**config.mk**
```make
export PLATFORM = sky130hd
export DESIGN_NAME = dbg_bus_sequencer_flat
export DESIGN_NICKNAME = d
export VERILOG_FILES = /design/src/rtl/dbg_pkg.sv /design/src/rtl/dbg_bus_sequencer_if.sv /design/src/rtl/dbg_settle_timer.sv /design/src/rtl/dbg_bus_sequencer.sv /design/src/flat_wrapper.sv
export SDC_FILE = /design/constraint.sdc
export NUM_CORES = 1
export LEC_CHECK = 0
export ABC_CLOCK_PERIOD_IN_PS = 2370
export CELL_PAD_IN_SITES_DETAIL_PLACEMENT = 0
export CELL_PAD_IN_SITES_GLOBAL_PLACEMENT = 2
export CORE_MARGIN = 2
export CORE_UTILIZATION = 22
export CTS_BUF_LIST = sky130_fd_sc_hd__clkbuf_8 sky130_fd_sc_hd__clkbuf_16
export CTS_CLUSTER_SIZE = 16
export DETAILED_ROUTE_END_ITERATION = 8
export GPL_ROUTABILITY_DRIVEN = 0
export PLACE_DENSITY = 0.83
export SETUP_SLACK_MARGIN = 0.4
export SLEW_MARGIN = 20
export SYNTH_ARGS = -nofsm -noshare
export SYNTH_HDL_FRONTEND = slang
export SYNTH_SLANG_ARGS = --single-unit
```
**constraint.sdc**
```tcl
create_clock -name clk -period 2.37 [get_ports clk]
set_input_delay 0.5925 -clock clk [delete_from_list [all_inputs] [get_ports clk]]
set_output_delay 0.5925 -clock clk [all_outputs]
set_load 0.05 [all_outputs]
```
**src/rtl/dbg_pkg.sv**
```systemverilog
// Shared types and defaults for the debug bus sequencer: request opcodes, FSM states and
// default control words.
package dbg_pkg;

  typedef enum logic [1:0] {
    OP_READ   = 2'b00,
    OP_WRITE  = 2'b01,
    OP_OPCODE = 2'b10,
    OP_RSVD   = 2'b11
  } dbg_op_e;

  typedef enum logic [2:0] {
    StIdle,
    StSetup,
    StSettle,
    StClkHi,
    StClkLo,
    StIclkHi,
    StIclkLo,
    StResp
  } dbg_state_e;

  localparam logic [31:0] CwMemReadDefault  = 32'h0000_0000;
  localparam logic [31:0] CwMemWriteDefault = 32'h0000_0000;
  localparam logic [31:0] CwIrFetchDefault  = 32'h0000_0000;

  // Wide enough for settle periods of 1..15 cycles.
  localparam int unsigned SettleWidth = 4;

endpackage

```
**src/rtl/dbg_bus_sequencer_if.sv**
```systemverilog
// Host request/response handshake plus CPU bus, control word and clock pulse signals of the
// debug bus sequencer. The sequencer uses the slave modport, the host side the master modport.
interface dbg_bus_sequencer_if;
  import dbg_pkg::*;

  logic        dbg_en;
  logic        ctrlen;
  logic        req_valid;
  logic        req_ready;
  logic [1:0]  req_op;
  logic [15:0] req_addr;
  logic [7:0]  req_data;
  logic        rsp_valid;
  logic        rsp_ready;
  logic [7:0]  rsp_data;
  logic        rsp_err;
  logic [7:0]  bus_in;
  logic [7:0]  ir_in;
  logic [15:0] addr_out;
  logic        addr_oe;
  logic [7:0]  data_out;
  logic        data_oe;
  logic [31:0] cw_out;
  logic        clk_pulse;
  logic        iclk_pulse;

  modport slave (
    input  dbg_en, req_valid, req_op, req_addr, req_data, rsp_ready, bus_in, ir_in,
    output ctrlen, req_ready, rsp_valid, rsp_data, rsp_err, addr_out, addr_oe, data_out,
           data_oe, cw_out, clk_pulse, iclk_pulse
  );

  modport master (
    output dbg_en, req_valid, req_op, req_addr, req_data, rsp_ready, bus_in, ir_in,
    input  ctrlen, req_ready, rsp_valid, rsp_data, rsp_err, addr_out, addr_oe, data_out,
           data_oe, cw_out, clk_pulse, iclk_pulse
  );

endinterface

```
**src/rtl/dbg_settle_timer.sv**
```systemverilog
// Loadable down-counter; done is high on the last cycle of a loaded settle period.
module dbg_settle_timer
  import dbg_pkg::*;
#(
  parameter int unsigned Width = SettleWidth
) (
  input  logic             clk,
  input  logic             rst_n,
  input  logic             load,
  input  logic [Width-1:0] load_value,
  output logic             done
);

  logic [Width-1:0] count_q, count_d;

  always_comb begin
    count_d = count_q;
    if (load) begin
      count_d = load_value;
    end else if (count_q != '0) begin
      count_d = count_q - 1'b1;
    end
  end

  always_ff @(posedge clk or negedge rst_n) begin
    if (!rst_n) begin
      count_q <= '0;
    end else begin
      count_q <= count_d;
    end
  end

  assign done = (count_q == Width'(1));

endmodule

```
**src/rtl/dbg_bus_sequencer.sv**
```systemverilog
// Turns single debug requests (read, write, opcode fetch) into timed address/data/control-word
// drives and clk/iclk pulses. Optional write read-back check: define WRITE_VERIFY_EN.
module dbg_bus_sequencer
  import dbg_pkg::*;
#(
  parameter logic [31:0] CW_MEM_READ   = CwMemReadDefault,
  parameter logic [31:0] CW_MEM_WRITE  = CwMemWriteDefault,
  parameter logic [31:0] CW_IR_FETCH   = CwIrFetchDefault,
  parameter int unsigned SETTLE_CYCLES = 2
) (
  input logic               clk,
  input logic               rst_n,
  dbg_bus_sequencer_if.slave bus
);

  localparam logic [SettleWidth-1:0] SettleLoad = SettleWidth'(SETTLE_CYCLES);

  dbg_state_e  state_q, state_d;
  dbg_op_e     op_q, op_d;
  logic [15:0] addr_q, addr_d;
  logic [7:0]  data_q, data_d;
  logic [7:0]  rsp_data_q, rsp_data_d;
  logic        rsp_err_q, rsp_err_d;
  logic        ctrlen_q, ctrlen_d;
  logic        req_ready, accept;
  logic        timer_load, timer_done;
`ifdef WRITE_VERIFY_EN
  logic        verify_q, verify_d;
`endif

  assign req_ready = ctrlen_q && (state_q == StIdle);
  assign accept    = bus.req_valid && req_ready;

  dbg_settle_timer #(
    .Width(SettleWidth)
  ) u_settle_timer (
    .clk       (clk),
    .rst_n     (rst_n),
    .load      (timer_load),
    .load_value(SettleLoad),
    .done      (timer_done)
  );

  always_comb begin
    state_d    = state_q;
    timer_load = 1'b0;
    unique case (state_q)
      StIdle: begin
        if (accept) state_d = StSetup;
      end
      StSetup: begin
        if (op_q == OP_RSVD) begin
          state_d = StResp;
        end else begin
          state_d    = StSettle;
          timer_load = 1'b1;
        end
      end
      StSettle: begin
        if (timer_done) begin
          if (op_q == OP_READ) begin
            state_d = StResp;
`ifdef WRITE_VERIFY_EN
          end else if (verify_q) begin
            state_d = StResp;
`endif
          end else begin
            state_d = StClkHi;
          end
        end
      end
      StClkHi: state_d = StClkLo;
      StClkLo: begin
        if (op_q == OP_OPCODE) begin
          state_d = StIclkHi;
        end else begin
`ifdef WRITE_VERIFY_EN
          // Second settle period reads the written location back.
          state_d    = StSettle;
          timer_load = 1'b1;
`else
          state_d = StResp;
`endif
        end
      end
      StIclkHi: state_d = StIclkLo;
      StIclkLo: state_d = StResp;
      StResp: begin
        if (bus.rsp_ready) state_d = StIdle;
      end
      default: state_d = StIdle;
    endcase
  end

  // Control stays engaged until the FSM is heading back to idle, so a dropped dbg_en never
  // cuts a sequence short.
  assign ctrlen_d = bus.dbg_en || (state_d != StIdle);

  always_comb begin
    op_d       = op_q;
    addr_d     = addr_q;
    data_d     = data_q;
    rsp_data_d = rsp_data_q;
    rsp_err_d  = rsp_err_q;
    if (accept) begin
      op_d       = dbg_op_e'(bus.req_op);
      addr_d     = bus.req_addr;
      data_d     = bus.req_data;
      rsp_data_d = '0;
      rsp_err_d  = 1'b0;
    end else begin
      if (state_q == StSetup && op_q == OP_RSVD) begin
        rsp_err_d = 1'b1;
      end
      if (state_q == StSettle && timer_done && op_q == OP_READ) begin
        rsp_data_d = bus.bus_in;
      end
      if (state_q == StIclkLo) begin
        rsp_data_d = bus.ir_in;
      end
`ifdef WRITE_VERIFY_EN
      if (state_q == StSettle && timer_done && verify_q && bus.bus_in != data_q) begin
        rsp_err_d  = 1'b1;
        rsp_data_d = bus.bus_in;
      end
`endif
    end
  end

`ifdef WRITE_VERIFY_EN
  always_comb begin
    verify_d = verify_q;
    if (accept) begin
      verify_d = 1'b0;
    end else if (state_q == StClkLo && op_q == OP_WRITE) begin
      verify_d = 1'b1;
    end
  end

  always_ff @(posedge clk or negedge rst_n) begin
    if (!rst_n) begin
      verify_q <= 1'b0;
    end else begin
      verify_q <= verify_d;
    end
  end
`endif

  always_ff @(posedge clk or negedge rst_n) begin
    if (!rst_n) begin
      state_q    <= StIdle;
      op_q       <= OP_READ;
      addr_q     <= '0;
      data_q     <= '0;
      rsp_data_q <= '0;
      rsp_err_q  <= 1'b0;
      ctrlen_q   <= 1'b0;
    end else begin
      state_q    <= state_d;
      op_q       <= op_d;
      addr_q     <= addr_d;
      data_q     <= data_d;
      rsp_data_q <= rsp_data_d;
      rsp_err_q  <= rsp_err_d;
      ctrlen_q   <= ctrlen_d;
    end
  end

  logic [15:0] addr_out;
  logic        addr_oe;
  logic [7:0]  data_out;
  logic        data_oe;
  logic [31:0] cw_out;

  always_comb begin
    addr_out = '0;
    addr_oe  = 1'b0;
    data_out = '0;
    data_oe  = 1'b0;
    cw_out   = '0;
    if (ctrlen_q && state_q != StIdle && op_q != OP_RSVD) begin
      addr_out = addr_q;
      addr_oe  = 1'b1;
      unique case (op_q)
        OP_READ:   cw_out = CW_MEM_READ;
        OP_WRITE: begin
          cw_out   = CW_MEM_WRITE;
          data_out = data_q;
          data_oe  = 1'b1;
        end
        OP_OPCODE: cw_out = CW_IR_FETCH;
        default:   cw_out = '0;
      endcase
`ifdef WRITE_VERIFY_EN
      if (verify_q) begin
        cw_out   = CW_MEM_READ;
        data_out = '0;
        data_oe  = 1'b0;
      end
`endif
    end
  end

  assign bus.ctrlen     = ctrlen_q;
  assign bus.req_ready  = req_ready;
  assign bus.rsp_valid  = (state_q == StResp);
  assign bus.rsp_data   = rsp_data_q;
  assign bus.rsp_err    = rsp_err_q;
  assign bus.addr_out   = addr_out;
  assign bus.addr_oe    = addr_oe;
  assign bus.data_out   = data_out;
  assign bus.data_oe    = data_oe;
  assign bus.cw_out     = cw_out;
  assign bus.clk_pulse  = (state_q == StClkHi);
  assign bus.iclk_pulse = (state_q == StIclkHi);

endmodule

```
**src/flat_wrapper.sv**
```systemverilog
// flat-port wrapper written by rule: the top's interface ports become plain ports
module dbg_bus_sequencer_flat import dbg_pkg::*;
#(
  parameter logic [31:0] CW_MEM_READ   = CwMemReadDefault,
  parameter logic [31:0] CW_MEM_WRITE  = CwMemWriteDefault,
  parameter logic [31:0] CW_IR_FETCH   = CwIrFetchDefault,
  parameter int unsigned SETTLE_CYCLES = 2
)
  (clk, rst_n, bus_dbg_en, bus_req_valid, bus_req_op, bus_req_addr, bus_req_data, bus_rsp_ready, bus_bus_in, bus_ir_in, bus_ctrlen, bus_req_ready, bus_rsp_valid, bus_rsp_data, bus_rsp_err, bus_addr_out, bus_addr_oe, bus_data_out, bus_data_oe, bus_cw_out, bus_clk_pulse, bus_iclk_pulse);
  dbg_bus_sequencer_if bus_i ();
  input logic clk;
  input logic rst_n;
  input wire logic [$bits(bus_i.dbg_en)-1:0] bus_dbg_en;
  input wire logic [$bits(bus_i.req_valid)-1:0] bus_req_valid;
  input wire logic [$bits(bus_i.req_op)-1:0] bus_req_op;
  input wire logic [$bits(bus_i.req_addr)-1:0] bus_req_addr;
  input wire logic [$bits(bus_i.req_data)-1:0] bus_req_data;
  input wire logic [$bits(bus_i.rsp_ready)-1:0] bus_rsp_ready;
  input wire logic [$bits(bus_i.bus_in)-1:0] bus_bus_in;
  input wire logic [$bits(bus_i.ir_in)-1:0] bus_ir_in;
  output wire logic [$bits(bus_i.ctrlen)-1:0] bus_ctrlen;
  output wire logic [$bits(bus_i.req_ready)-1:0] bus_req_ready;
  output wire logic [$bits(bus_i.rsp_valid)-1:0] bus_rsp_valid;
  output wire logic [$bits(bus_i.rsp_data)-1:0] bus_rsp_data;
  output wire logic [$bits(bus_i.rsp_err)-1:0] bus_rsp_err;
  output wire logic [$bits(bus_i.addr_out)-1:0] bus_addr_out;
  output wire logic [$bits(bus_i.addr_oe)-1:0] bus_addr_oe;
  output wire logic [$bits(bus_i.data_out)-1:0] bus_data_out;
  output wire logic [$bits(bus_i.data_oe)-1:0] bus_data_oe;
  output wire logic [$bits(bus_i.cw_out)-1:0] bus_cw_out;
  output wire logic [$bits(bus_i.clk_pulse)-1:0] bus_clk_pulse;
  output wire logic [$bits(bus_i.iclk_pulse)-1:0] bus_iclk_pulse;
  assign bus_i.dbg_en = bus_dbg_en;
  assign bus_i.req_valid = bus_req_valid;
  assign bus_i.req_op = bus_req_op;
  assign bus_i.req_addr = bus_req_addr;
  assign bus_i.req_data = bus_req_data;
  assign bus_i.rsp_ready = bus_rsp_ready;
  assign bus_i.bus_in = bus_bus_in;
  assign bus_i.ir_in = bus_ir_in;
  assign bus_ctrlen = bus_i.ctrlen;
  assign bus_req_ready = bus_i.req_ready;
  assign bus_rsp_valid = bus_i.rsp_valid;
  assign bus_rsp_data = bus_i.rsp_data;
  assign bus_rsp_err = bus_i.rsp_err;
  assign bus_addr_out = bus_i.addr_out;
  assign bus_addr_oe = bus_i.addr_oe;
  assign bus_data_out = bus_i.data_out;
  assign bus_data_oe = bus_i.data_oe;
  assign bus_cw_out = bus_i.cw_out;
  assign bus_clk_pulse = bus_i.clk_pulse;
  assign bus_iclk_pulse = bus_i.iclk_pulse;
  dbg_bus_sequencer #(.CW_MEM_READ(CW_MEM_READ), .CW_MEM_WRITE(CW_MEM_WRITE), .CW_IR_FETCH(CW_IR_FETCH), .SETTLE_CYCLES(SETTLE_CYCLES)) u_core (.clk(clk), .rst_n(rst_n), .bus(bus_i));
endmodule
```
# After elaboration in Yosys (flattened, before gate mapping)
# Index checks and enable logic that the tools add are counted.
[op_classes]
add_sub_neg = 1
n_shift = 0
n_eq_ne = 12
bitwise_logic = 0
n_mul = 0
mux = 22
n_reduce_logical = 16
magnitude_cmp = 0
div_mod_pow = 0
[op_table]
columns = ["cell", "count"]
rows = [
  ["two-way mux 8 bit", 5],
  ["case mux 3 bit (8 select lines)", 1],
  ["two-way mux 16 bit", 1],
  ["two-way mux 3 bit", 5],
  ["== test 3 bit, second input constant", 4],
  ["nonzero test 3 bit", 3],
  ["two-way mux 4 bit", 2],
  ["logical AND 1 bit", 7],
  ["two-way mux 1 bit", 7],
  ["== test 3 x 2 -> 1 bit, second input constant", 2],
  ["== test 2 bit, second input constant", 2],
  ["== test 4 x 1 -> 1 bit, second input constant", 1],
  ["nonzero test 2 bit", 2],
  ["nonzero test 4 bit", 1],
  ["subtractor 4 x 1 -> 4 bit, second input constant", 1],
  ["== test 3 x 1 -> 1 bit, second input constant", 1],
  ["zero test 3 bit", 1],
  ["== test 2 x 1 -> 1 bit, second input constant", 1],
  ["zero test 2 bit", 1],
  ["two-way mux 2 bit", 1],
  ["inequality test 2 bit, second input constant", 1],
  ["logical OR 1 bit", 1],
]
[totals]
in_bits = 47
mem_count = 0
regBits = 43
ramBits = 0
mem_bits_ro = 0
latch_bits = 0
output_inout_bits = 72
word_cells = 59

# Logic depth before layout (Yosys ltp)
[depth]
depth_word = 7
ltp_mapped = 8

# Cells and area by module
# From an unflattened synthesis, not the netlist that was laid out.
[unflattened]
hier_cells = 215
hier_area_um2 = 2499.9
[modules_own_cells]
columns = ["mod", "n_inst", "cells_per_inst", "area_each_um2"]
rows = [
  ["dbg_bus_sequencer", 1, 191, 2234.6],
  ["dbg_settle_timer", 1, 24, 265.3],
]

# Worst setup path after synthesis
# No wires, ideal clock.
[synth_timing]
kind = "register to output"
from = "register u_core.ctrlen_q, in the netlist u_core.bus.ctrlen"
to = "output bus_addr_out[10]"
t_arrival_ns = 2.205
slack_ns = -0.427
path_stages_with_launch = 5
required_ns = 1.778
cell_sequence = "dfrtp_1 nand2b_1 a21oi_1 clkbuf_1 and2_1"
[synth_via]
elab_chain_cells = 3
[synth_lines]
columns = ["item", "line", "source"]
rows = [
  ["start: declaration", "dbg_bus_sequencer.sv:24", "logic ctrlen_q, ctrlen_d;"],
  ["start signal: assignment", "dbg_bus_sequencer.sv:165", "ctrlen_q <= ctrlen_d;"],
  ["logical AND 1 bit (2 in series)", "dbg_bus_sequencer.sv:181", "if (ctrlen_q && state_q != StIdle && op_q != OP_RSVD) begin"],
  ["two-way mux 16 bit", "dbg_bus_sequencer.sv:181", ""],
  ["end: declaration", "flat_wrapper.sv:26", "output wire logic [$bits(bus_i.addr_out)-1:0] bus_addr_out;"],
]
# Every way passes these cells.

# Worst setup path in the final report
[layout_timing]
from = "register u_core.state_q[0]"
to = "output bus_addr_out[10]"
[layout_via]
elab_chain_cells = 4
[layout_lines]
columns = ["item", "line", "source"]
rows = [
  ["start: declaration", "dbg_bus_sequencer.sv:18", "dbg_state_e state_q, state_d;"],
  ["start signal: assignment", "dbg_bus_sequencer.sv:151", "state_q <= StIdle;"],
  ["start signal: assignment", "dbg_bus_sequencer.sv:159", "state_q <= state_d;"],
  ["nonzero test 3 bit", "dbg_bus_sequencer.sv:181", ""],
  ["logical AND 1 bit (2 in series)", "dbg_bus_sequencer.sv:181", ""],
  ["two-way mux 16 bit", "dbg_bus_sequencer.sv:181", ""],
]
# Every way passes these cells.

==> impl_metrics.ini <==
[outcome]
outcome = finished, final reports clean

[power_and_ir_drop]
seq_power_share_pct = 24.3
power_frac_clock_pct = 8.5
power.total_w = 0.00519
leakagePower_nw = 1.85
comb_power_share_pct = 67.2
swShare_pct = 45.8
p_per_area_nw_per_um2 = 1350
vdd_drop_max_v = 0.000641
intPower_w = 0.00282
power.switching_w = 0.00238

[routing]
routed_via_density = 3.87
drt_iter0_drc = 66
wl_per_cell_um = 11.9
drtPass1Iterations = 5
num_vias = 1956
drt_wl_total_um = 6000
drc = 0
final_antenna_net_count = 0

[sta]
rsz0062_at_grt = yes
maxSlewHeadroom_pct = 53.5
layout_setup_ws_ns = 0.142
hold_ws_ns = 0.345
tns_ns = 0
fin_worst_skew_ns = 0.00384
fin_crit_sh_pct = 94.0
hold_viol = 0
fmax_mhz = 449
worst_slew_pin_slew_ns = 0.698
finalMaxSlewViolations = 0
period_needed_ns = 2.23
setup_viol_count_final = 0

[global_routing]
grt_pass1_wl_um = 9730
grt_max_degree = 30
track_usage_pct = 10.5
antenna_found_initial = 0
grt_pass1_vias = 2027
grt-ovfl-total = 0

[final_layout]
seq_area_um2 = 1080
n_antenna_cell = 0
postLayoutCoreUtil_pct = 35.9
layout.nets = 415
final_layout_size_suffix_gt1_share_pct = 25.7
multi_input_area_um2 = 1200
area_delta_synth_final_pct = 61.0
nFillCells = 1147

[worst_setup_path]
critPathMaxFanout = 17
worst_ep_arrival_time_ns = 1.64
worst-setup-path-type = reg -> out
endpoint_kind = primary output
cp_data_required_time_ns = 1.78
critPathLaunchType = flip-flop

[logic_synthesis]
synth_top_family_by_area = simple AND/OR/NAND/NOR gates
synth.top_cell.area_share_pct = 45.0
synth.cell_area_um2 = 2390
synth-seq-cells = 43
synth_compound_area_share_pct = 3.76
synth-async-reset-ratio_pct = 100
yosysWarnings = 0
synth.area.mux_share_pct = 7.11
synth-edff-count = 0
ys_types = 37
synth_area_leaders = dfrtp_1, nand2_1, buf_4
synthAdderAreaFrac_pct = 1.57
yosys.area_share.simple_pct = 28.7
syn_inst = 266
synth_largest_area_cell = dfrtp_1
synth_xor_area_share_pct = 0.366
synth.yosys.seq_area_share_pct = 45.0
post_synth.cell_area_avg_um2 = 9.00
ys_dominant_reg_cell = dfrtp_1

[clock_network]
clk_pin_slew_ns = 0.08
clk_path_buf_depth = 2
cts_tree = built
cts_buffers = 5
clock_latency_ns = 0.29
cts-root-buf = clkbuf_8
htree_levels = 2
clkSinkCount = 43

[floorplanning]
core_area_um2 = 10700
rows = 38
boundaryPins = 119
die-area_um2 = 11700
die_y_um = 108
initial_utilization_pct = 22.3
die_w_um = 108

[run]
maxCapViolCount = 0

[placement]
hpwl_um = 4510
numPortBuffers = 86
place_ws_ns = 0.0859

[worst_hold_path]
min_path_type = in -> async
## flip-flops by register name, summed over array words and instances (netlist names)
name                           count
u_core.bus.ctrlen                  1
u_core.data_q                      8
u_core.state_q                     3
u_core.bus.rsp_err                 1
u_core.bus.rsp_data                8
u_core.addr_q                     16
u_core.u_settle_timer.count_q      4
u_core.op_q                        2
## critical path, cell delays in order (launching register included)
cell	delay, ns
dfrtp_1	0.41
nor3_4	0.20
nand2b_4	0.18
a21oi_4	0.04
buf_12	0.15
and2_2	0.21
buf_12	0.15
## what timing repair did
| action | CTS | global route |
|---|---|---|
| pin swaps | 3 | 4 |
| hold buffers | 0 | 0 |
| endpoints found under the setup margin | 45 | 38 |
| cloned | 0 | 0 |
| gates resized for setup | 13 | 3 |
| setup buffers | 6 | 2 |
## cells in the mapped netlist (2+ instances only)
| library cell | n |
|---|---|
| mux2_2 | 8 |
| ha_1 | 3 |
| a21oi_1 | 5 |
| nor2_1 | 10 |
| nand3_1 | 2 |
| dfrtp_1 | 43 |
| buf_4 | 32 |
| clkbuf_1 | 5 |
| nor3b_1 | 2 |
| inv_1 | 4 |
| nor2b_1 | 2 |
| o21ai_0 | 3 |
| nand4_1 | 2 |
| buf_2 | 7 |
| nand2b_1 | 6 |
| and2_1 | 25 |
| nand2_1 | 79 |
| nand3b_1 | 2 |
| mux2i_1 | 8 |
## power by group through the flow
stage / combinational [W] / clock, W / sequential [W]
finish: 0.00349 / 0.000441 / 0.00126
global route: 0.00372 / 0.000494 / 0.00131
CTS: 0.00351 / 0.000470 / 0.00126
detailed placement: 0.00341 / 0 / 0.00125
global placement: 0.00337 / 0 / 0.00126
floorplan: 0.00189 / 0 / 0.00149
## cell type report
class                      instances  area share (%)
clock buffer                       5            1.79
timing repair buffer             106            33.9
clock inverter                     3           0.325
multi-input combinational        205            31.1
tap                              140            4.55
inverter                           4           0.390
sequential                        43            28.0
## cells in the final DEF (no fill, tap or decap), types with 2 or more instances in the layout
master           instances
o21ai_0                  3
nand2_1                 79
mux2i_1                  8
nor2_1                  10
nand2b_1                 5
nand3_1                  2
clkbuf_8                 5
nand4_1                  2
inv_1                    6
and2_4                  16
ha_1                     3
buf_12                  30
dfrtp_1                 42
conb_1                  32
a21oi_1                  4
mux2_2                   8
nor2b_1                  2
and2_1                   8
and2_2                   2
buf_6                    3
clkdlybuf4s50_1         45
dlygate4sd2_1           10
buf_4                   17
nand3b_1                 2
## per-layer routing
metal | track usage [%] | up-vias | wire length, um
li1 | - | 977 | -
met1 | 13.6 | 906 | 2670
met2 | 17.4 | 69 | 2840
met3 | 2.95 | 4 | 456
met4 | 2.47 | 0 | 31
met5 | 0 | - | 0
## per-stage QoR
| stage | std cells | area [um2] |
|---|---|---|
| final | 506 | 3850 |
| after global routing | 506 | 3850 |
| after CTS | 504 | 3820 |
| after detailed placement | 490 | 3650 |
| after global placement | 490 | 3650 |
| after floorplan | 297 | 2590 |
## path summary, 6_finish.rpt
| check | cells past startpoint | startpoint | to | slack [ns] |
|---|---|---|---|---|
| worst min-delay path | 1 | rst_n | u_core.bus.rsp_data[2] | 0.35 |
| min in group clk | 2 | u_core.data_q[2] | u_core.data_q[2] | 0.48 |
| worst max-delay path | 6 | u_core.state_q[0] | bus_addr_out[10] | 0.14 |
| max in group asynchronous | 2 | rst_n | u_core.addr_q[0] | 1.43 |
| worst max register to register | 6 | u_core.state_q[2] | u_core.bus.rsp_data[1] | 0.46 |
| worst min register to register | 2 | u_core.data_q[2] | u_core.data_q[2] | 0.48 |
## kinds of logic after synthesis
logic type | Yosys count
simple gates | 141
buf+inv | 49
flops | 43
mux | 16
compound gates | 12
fa+ha+maj | 3
other cells | 1
xor+xnor | 1
Note: power is estimated with default switching activity, not from simulation.
